===== config.mk =====
export PLATFORM = sky130hd
export DESIGN_NAME = cnn_data_loader
export DESIGN_NICKNAME = d
export VERILOG_FILES = /design/src/rtl/cnn_data_loader_pkg.sv /design/src/rtl/cnn_data_loader_packer.sv /design/src/rtl/cnn_data_loader.sv
export SDC_FILE = /design/constraint.sdc
export NUM_CORES = 1
export LEC_CHECK = 0
export BUFFER_PORTS_ARGS = -buffer_cell sky130_fd_sc_hd__buf_2
export CAP_MARGIN = 20
export CORE_MARGIN = 5
export CORE_UTILIZATION = 56
export DETAILED_ROUTE_END_ITERATION = 12
export PLACE_DENSITY = 0.84
export REMOVE_ABC_BUFFERS = 1
export SYNTH_ARGS = -nofsm -noshare
export SYNTH_HDL_FRONTEND = slang
export SYNTH_SLANG_ARGS = --single-unit

===== constraint.sdc =====
create_clock -name clk -period 3.4 [get_ports clk]
set_input_delay 0.17 -clock clk [delete_from_list [all_inputs] [get_ports clk]]
set_output_delay 0.17 -clock clk [all_outputs]
set_load 0.005 [all_outputs]

===== src/rtl/cnn_data_loader_pkg.sv =====
// Shared constants and encodings for the conv-engine RAM loader.
// Default element format is fp16; FILL_VALUE defaults to fp16 1.0.
package cnn_data_loader_pkg;

  localparam int unsigned         DEF_DATA_WIDTH = 16;
  localparam logic [15:0]         DEF_FILL_VALUE = 16'h3c00;

  localparam logic DEST_FM = 1'b0;
  localparam logic DEST_WT = 1'b1;

  typedef enum logic [1:0] {
    ST_IDLE,
    ST_PACK,
    ST_FILL,
    ST_FINISH
  } state_e;

endpackage


===== src/rtl/cnn_data_loader_packer.sv =====
// Collects stream elements into one RAM line, lane 0 in the LSBs.
// line_full/line_data are combinational on the completing beat so the caller can register the write.
module cnn_line_packer
  import cnn_data_loader_pkg::*;
#(
  parameter int DATA_WIDTH = DEF_DATA_WIDTH,
  parameter int MAX_LANES  = 16,
  localparam int IDX_W     = (MAX_LANES > 1) ? $clog2(MAX_LANES) : 1,
  localparam int LANE_W    = $clog2(MAX_LANES + 1)
) (
  input  logic                            clk,
  input  logic                            rst,
  input  logic                            clear,
  input  logic                            beat,
  input  logic [DATA_WIDTH-1:0]           data,
  input  logic [LANE_W-1:0]               lanes,
  output logic                            line_full,
  output logic [MAX_LANES*DATA_WIDTH-1:0] line_data
);

  logic [IDX_W-1:0]                       elem_idx_q, elem_idx_d;
  logic [MAX_LANES-1:0][DATA_WIDTH-1:0]   line_q, line_d;

  // clear also suppresses a completing beat, so an aborted line is never reported
  always_comb begin
    elem_idx_d = elem_idx_q;
    line_d     = line_q;
    line_full  = 1'b0;
    if (beat) begin
      line_d[elem_idx_q] = data;
      if (LANE_W'(elem_idx_q) == lanes - LANE_W'(1)) begin
        line_full  = 1'b1;
        elem_idx_d = '0;
      end else begin
        elem_idx_d = elem_idx_q + IDX_W'(1);
      end
    end
    if (clear) begin
      elem_idx_d = '0;
      line_full  = 1'b0;
    end
  end

  assign line_data = line_d;

  always_ff @(posedge clk or negedge rst) begin
    if (!rst) begin
      elem_idx_q <= '0;
      line_q     <= '0;
    end else begin
      elem_idx_q <= elem_idx_d;
      line_q     <= line_d;
    end
  end

endmodule


===== src/rtl/cnn_data_loader.sv =====
// Loads fm / weight RAM lines from a stream or a constant fill, one command at a time.
// Writes are registered; done follows the final write by one cycle.
module cnn_data_loader
  import cnn_data_loader_pkg::*;
#(
  parameter int                    DATA_WIDTH = DEF_DATA_WIDTH,
  parameter int                    FM_LANES   = 8,
  parameter int                    WT_LANES   = 16,
  parameter int                    FM_ADDR_W  = 10,
  parameter int                    WT_ADDR_W  = 10,
  parameter int                    CNT_W      = 12,
  parameter logic [DATA_WIDTH-1:0] FILL_VALUE = DEF_FILL_VALUE
) (
  input  logic                           clk,
  input  logic                           rst,
  input  logic                           cmd_valid,
  output logic                           cmd_ready,
  input  logic                           cmd_dest,
  input  logic                           cmd_bank,
  input  logic                           cmd_fill,
  input  logic [WT_ADDR_W-1:0]           cmd_base,
  input  logic [CNT_W-1:0]               cmd_lines,
  input  logic [DATA_WIDTH-1:0]          s_data,
  input  logic                           s_valid,
  output logic                           s_ready,
  input  logic                           abort,
  output logic                           fm_wr_en,
  output logic [FM_ADDR_W-1:0]           fm_wr_addr,
  output logic [FM_LANES*DATA_WIDTH-1:0] fm_wr_data,
  output logic                           wt_wr_en,
  output logic [WT_ADDR_W-1:0]           wt_wr_addr,
  output logic [WT_LANES*DATA_WIDTH-1:0] wt_wr_data,
  output logic                           busy,
  output logic                           done,
  output logic                           aborted
);

  localparam int MAX_LANES = (FM_LANES > WT_LANES) ? FM_LANES : WT_LANES;
  localparam int LANE_W    = $clog2(MAX_LANES + 1);

  state_e                         state_q, state_d;
  logic                           dest_q, dest_d;
  logic                           bank_q, bank_d;
  logic [WT_ADDR_W-1:0]           base_q, base_d;
  logic [CNT_W-1:0]               lines_q, lines_d;
  logic [CNT_W-1:0]               line_idx_q, line_idx_d;
  logic                           aborted_q, aborted_d;
  logic                           fm_wr_en_q, fm_wr_en_d;
  logic [FM_ADDR_W-1:0]           fm_wr_addr_q, fm_wr_addr_d;
  logic [FM_LANES*DATA_WIDTH-1:0] fm_wr_data_q, fm_wr_data_d;
  logic                           wt_wr_en_q, wt_wr_en_d;
  logic [WT_ADDR_W-1:0]           wt_wr_addr_q, wt_wr_addr_d;
  logic [WT_LANES*DATA_WIDTH-1:0] wt_wr_data_q, wt_wr_data_d;

  logic                            all_written;
  logic                            do_write;
  logic                            fill_line;
  logic                            pk_clear;
  logic                            pk_beat;
  logic                            pk_line_full;
  logic [LANE_W-1:0]               pk_lanes;
  logic [MAX_LANES*DATA_WIDTH-1:0] pk_line_data;
  logic [FM_ADDR_W-1:0]            fm_addr;
  logic [WT_ADDR_W-2:0]            wt_offset;

  assign all_written = (line_idx_q == lines_q);
  assign s_ready     = (state_q == ST_PACK) && !all_written;
  assign pk_beat     = s_valid && s_ready;
  assign pk_lanes    = (dest_q == DEST_WT) ? LANE_W'(WT_LANES) : LANE_W'(FM_LANES);

  // weight offset is computed one bit narrower so it wraps inside the selected bank half
  assign fm_addr   = FM_ADDR_W'(base_q) + FM_ADDR_W'(line_idx_q);
  assign wt_offset = (WT_ADDR_W-1)'(base_q) + (WT_ADDR_W-1)'(line_idx_q);

  cnn_line_packer #(
    .DATA_WIDTH (DATA_WIDTH),
    .MAX_LANES  (MAX_LANES)
  ) u_packer (
    .clk       (clk),
    .rst       (rst),
    .clear     (pk_clear),
    .beat      (pk_beat),
    .data      (s_data),
    .lanes     (pk_lanes),
    .line_full (pk_line_full),
    .line_data (pk_line_data)
  );

  // the final write is still on the outputs when all_written is seen, so FINISH lands one cycle later
  always_comb begin
    state_d      = state_q;
    dest_d       = dest_q;
    bank_d       = bank_q;
    base_d       = base_q;
    lines_d      = lines_q;
    line_idx_d   = line_idx_q;
    aborted_d    = aborted_q;
    fm_wr_en_d   = 1'b0;
    fm_wr_addr_d = fm_wr_addr_q;
    fm_wr_data_d = fm_wr_data_q;
    wt_wr_en_d   = 1'b0;
    wt_wr_addr_d = wt_wr_addr_q;
    wt_wr_data_d = wt_wr_data_q;
    do_write     = 1'b0;
    fill_line    = 1'b0;
    pk_clear     = 1'b1;

    case (state_q)
      ST_IDLE: begin
        if (cmd_valid) begin
          dest_d     = cmd_dest;
          bank_d     = cmd_bank;
          base_d     = cmd_base;
          lines_d    = cmd_lines;
          line_idx_d = '0;
          aborted_d  = 1'b0;
          if (cmd_lines == '0) begin
            state_d = ST_FINISH;
          end else if (cmd_fill) begin
            state_d = ST_FILL;
          end else begin
            state_d = ST_PACK;
          end
        end
      end
      ST_PACK: begin
        pk_clear = abort;
        if (abort) begin
          state_d   = ST_FINISH;
          aborted_d = 1'b1;
        end else if (all_written) begin
          state_d = ST_FINISH;
        end else if (pk_line_full) begin
          do_write = 1'b1;
        end
      end
      ST_FILL: begin
        if (abort) begin
          state_d   = ST_FINISH;
          aborted_d = 1'b1;
        end else if (all_written) begin
          state_d = ST_FINISH;
        end else begin
          do_write  = 1'b1;
          fill_line = 1'b1;
        end
      end
      ST_FINISH: begin
        state_d = ST_IDLE;
      end
      default: begin
        state_d = ST_IDLE;
      end
    endcase

    if (do_write) begin
      line_idx_d = line_idx_q + CNT_W'(1);
      if (dest_q == DEST_WT) begin
        wt_wr_en_d   = 1'b1;
        wt_wr_addr_d = {bank_q, wt_offset};
        wt_wr_data_d = fill_line ? {WT_LANES{FILL_VALUE}}
                                 : pk_line_data[WT_LANES*DATA_WIDTH-1:0];
      end else begin
        fm_wr_en_d   = 1'b1;
        fm_wr_addr_d = fm_addr;
        fm_wr_data_d = fill_line ? {FM_LANES{FILL_VALUE}}
                                 : pk_line_data[FM_LANES*DATA_WIDTH-1:0];
      end
    end
  end

  always_ff @(posedge clk or negedge rst) begin
    if (!rst) begin
      state_q      <= ST_IDLE;
      dest_q       <= 1'b0;
      bank_q       <= 1'b0;
      base_q       <= '0;
      lines_q      <= '0;
      line_idx_q   <= '0;
      aborted_q    <= 1'b0;
      fm_wr_en_q   <= 1'b0;
      fm_wr_addr_q <= '0;
      fm_wr_data_q <= '0;
      wt_wr_en_q   <= 1'b0;
      wt_wr_addr_q <= '0;
      wt_wr_data_q <= '0;
    end else begin
      state_q      <= state_d;
      dest_q       <= dest_d;
      bank_q       <= bank_d;
      base_q       <= base_d;
      lines_q      <= lines_d;
      line_idx_q   <= line_idx_d;
      aborted_q    <= aborted_d;
      fm_wr_en_q   <= fm_wr_en_d;
      fm_wr_addr_q <= fm_wr_addr_d;
      fm_wr_data_q <= fm_wr_data_d;
      wt_wr_en_q   <= wt_wr_en_d;
      wt_wr_addr_q <= wt_wr_addr_d;
      wt_wr_data_q <= wt_wr_data_d;
    end
  end

  assign cmd_ready  = (state_q == ST_IDLE);
  assign busy       = (state_q != ST_IDLE);
  assign done       = (state_q == ST_FINISH);
  assign aborted    = (state_q == ST_FINISH) && aborted_q;
  assign fm_wr_en   = fm_wr_en_q;
  assign fm_wr_addr = fm_wr_addr_q;
  assign fm_wr_data = fm_wr_data_q;
  assign wt_wr_en   = wt_wr_en_q;
  assign wt_wr_addr = wt_wr_addr_q;
  assign wt_wr_data = wt_wr_data_q;

endmodule


==> summary.txt <==
Yosys
  • Mapped cell area: between 20000 and 30000 sq um
  • Post-synth ARST share: 100%
  • Post-Synthesis Cells: 2047
  • Yosys Warn Count: 0
  • Unique masters post-synth: between 40 and 50
  • Top-area cell type share of the netlist area: around two thirds
  • Sequential fraction of the synthesis area: between 60 and 70%
  • Post-synth top area cell: dfrtp_1
  • Top_reg_cell synth: dfrtp_1
  • Number of synthesized flops with an enable pin: 0
  • Register bit total from synthesis: around 710
  • Commonest cells post-synth: dfrtp_1 (705), nand2_1 (214), mux2_2 (167)
  • Post-synthesis average cell area: between 10 and 15 sq um
  • Synth top area cells: dfrtp_1 (66%), mux2_2 (7.0%), mux2i_1 (4.9%)
  • Most frequent cell after synthesis: dfrtp_1

Clock tree
  • CTS sink cnt: ~710
  • Clk root buf: clkbuf_16
  • TritonCTS clock tree: built
  • CTS Buf Count: 70
  • Clk buf depth: 3
  • Post-CTS setup buffer count: 0
  • H-tree Lvls: 3
  • Clock Pin Slew Worst Setup and Hold Paths: 60 ps
  • Worst-skew pair later-pin latency: about 600 ps

Power
  • Power per Cell Area: ~700 nW/um^2
  • Total design power: 0.0227 W
  • Clock power frac: 35.2%
  • Internal power: 0.0163 W
  • Sw Pwr: around 0.0064 W
  • Reg power frac: a little under half
  • Worst IR Drop VDD: 0.671 mV
  • Comb pwr share: about a fifth
  • Leakage: approximately 18 nW
  • Switching Share: about 28%

STA
  • Clock Skews: roughly 22 ps
  • Final period utilization: 85.6%
  • Slew margin rel.: around 29%
  • Slew @ Worst Pin: 1070 ps
  • RSZ-0062 raised after global routing: false
  • Min Hold Slack: 56.2 ps
  • Minimum clock period: between 2000 and 3000 ps
  • Fin. Hold Viols: 0
  • Final setup vio count: 0
  • Fmax: ~0.34 GHz
  • Slew Limit Fails: 0

Setup path
  • Worst R2R Path Depth: 7
  • Crit path launch type: flip-flop
  • Req. time, crit path: about 3900 ps
  • RR Endpoint: wt_wr_data[100]
  • Worst Setup End Kind: flip-flop
  • R2R Setup Slk: 490 ps
  • Reg2reg start: line_idx_q[7]
  • Crit. Startpoint: line_idx_q[7]
  • CP max FO: 20
  • CP endpoint: wt_wr_data[100]
  • Worst Path Class, Setup: reg -> reg
  • Crit path DAT: ~3400 ps

Worst hold path
  • Worst Hold Class: in -> reg

Drt
  • Wirelength per Cell: between 20 and 25 um
  • Routed Wire Length: 75700 um
  • Initial drt markers: roughly 1.4k
  • Drt drc: 0
  • Vias: 18.7k
  • DRT antenna net count: 0
  • 1st-pass router iterations: 6
  • Via density: 5.85

Floorplan
  • Core ar.: approximately 48000 sq um
  • Boundary pin count: about 460
  • Starting Density: 56.3%
  • Die area: roughly 52000 sq um
  • Die Y: roughly 230 um
  • Row count: 80
  • Die X-Extent: between 200 and 250 um

Cells and area
  • Fraction of layout cells with a size suffix above 1: 32.0%
  • Ant diodes: 0
  • Post-Layout Cell Count: between 3k and 4k
  • P&R area growth vs syn: 21.8%
  • Final Util: roughly two thirds
  • NumNets Final: around 2.6k

Placed design
  • Placed Cells: around 3k
  • RePlAce Congestion: roughly 0.89
  • Port Buf Inserts: 456
  • DP HPWL: ~48000 um

GRT
  • Total track usage: between 20 and 30%
  • Total grt overflow: 0
  • Vias in the first global route: 19.9k
  • Initial antenna violation count: 0
  • Largest net degree at the start of global routing: roughly 130
  • Global-route wire length before repair: 118000 um

Status
  • Outcome: finished clean

Run
  • # Max-Cap Violations: 0
worst min-delay path by stage:
| stage | from | end | slack, ps | cells after the start |
|---|---|---|---|---|
| 5_1_grt | s_valid | u_packer.elem_idx_q[3] | 50 | 5 |
| 3_5_place_dp | cmd_dest | dest_q | 380 | 3 |
| 3_3_place_gp | rst | u_packer.line_q[107] | 380 | 1 |
| 6_report | s_valid | u_packer.elem_idx_q[3] | 60 | 5 |
| 4_1_cts | s_valid | u_packer.elem_idx_q[3] | 7 | 5 |
| 2_1_floorplan | rst | aborted_q | -130 | 0 |
layout by cell type (no fill, tap or decap), drive strengths merged, types with 64 or more instances in the layout:
cell type / instances
mux2i: 131
a2bb2oi: 64
dfrtp: 705
a22o: 97
inv: 148
buf: 509
mux2: 167
o21ai: 208
clkbuf: 99
nand2: 214
cells by family (layout without fill, tap and decap cells):
group                      count (synthesis)  after routing  synth area share, %
DFF                                      705            705                 65.9
AOI/OAI and AO/OA                        434            434                 11.3
muxes                                    298            298                 11.9
and+or+nand+nor                          293            293                 5.00
buffers and inverters                    273            809                 4.23
xor gates and xnor gates                  24             24                0.785
adders and majority gates                 20             20                0.962
critical path: stages (launching register included):
cell	delay (ps)
dfrtp_1	460
xor2_1	190
nor4_2	460
nand3_1	140
buf_4	260
nand3_2	450
mux2i_1	630
o21ai_1	170
per-stage QoR:
stage / TNS (ps) / instance area, sq um / setup WS [ps]
after detailed placement: 0 / 30000 / 535
final: 0 / 32600 / 489
after global routing: 0 / 32600 / 386
after CTS: 0 / 32600 / 524
after floorplan: -1048870 / 26200 / -5160
after global placement: 0 / 30000 / 615
timing repair:
item	in CTS	in global routing
resized for setup	0	0
setup endpoints to repair	0	0
endpoints found under the hold margin	132	0
hold buffers	28	0
power groups by stage:
stage	clock, W	combinational, W	sequential [W]
detailed placement	0	0.00430	0.0105
global route	0.00848	0.00473	0.0105
CTS	0.00812	0.00435	0.0104
global placement	0	0.00412	0.0105
finish	0.00799	0.00433	0.0104
floorplan	0	0.00213	0.0104
sequential cells by signal, summed over array words and instances (netlist names), 2 cells and up:
register and count:
u_packer.elem_idx_q 4, wt_wr_data 256, fm_wr_addr 10, line_idx_q 12, wt_wr_addr 10, state_q 2
base_q 10, u_packer.line_q 256, fm_wr_data 128, lines_q 12
layer usage:
metal	share of wire, %	GRT usage [%]
met5	0	0
met4	4.1	11.0
met3	8.3	7.65
met2	48	45.8
met1	39	37.7
final cells by class:
type | count | area, sq um
repair buffers | 537 | 3230
multi-input cells | 1069 | 8040
fillers | 3157 | 14900
clock buffers | 99 | 2060
clock inverters | 27 | 339
flip-flops and latches | 705 | 17600
inverters | 146 | 548
well taps | 615 | 769
Note: power is estimated with default switching activity, not from simulation.
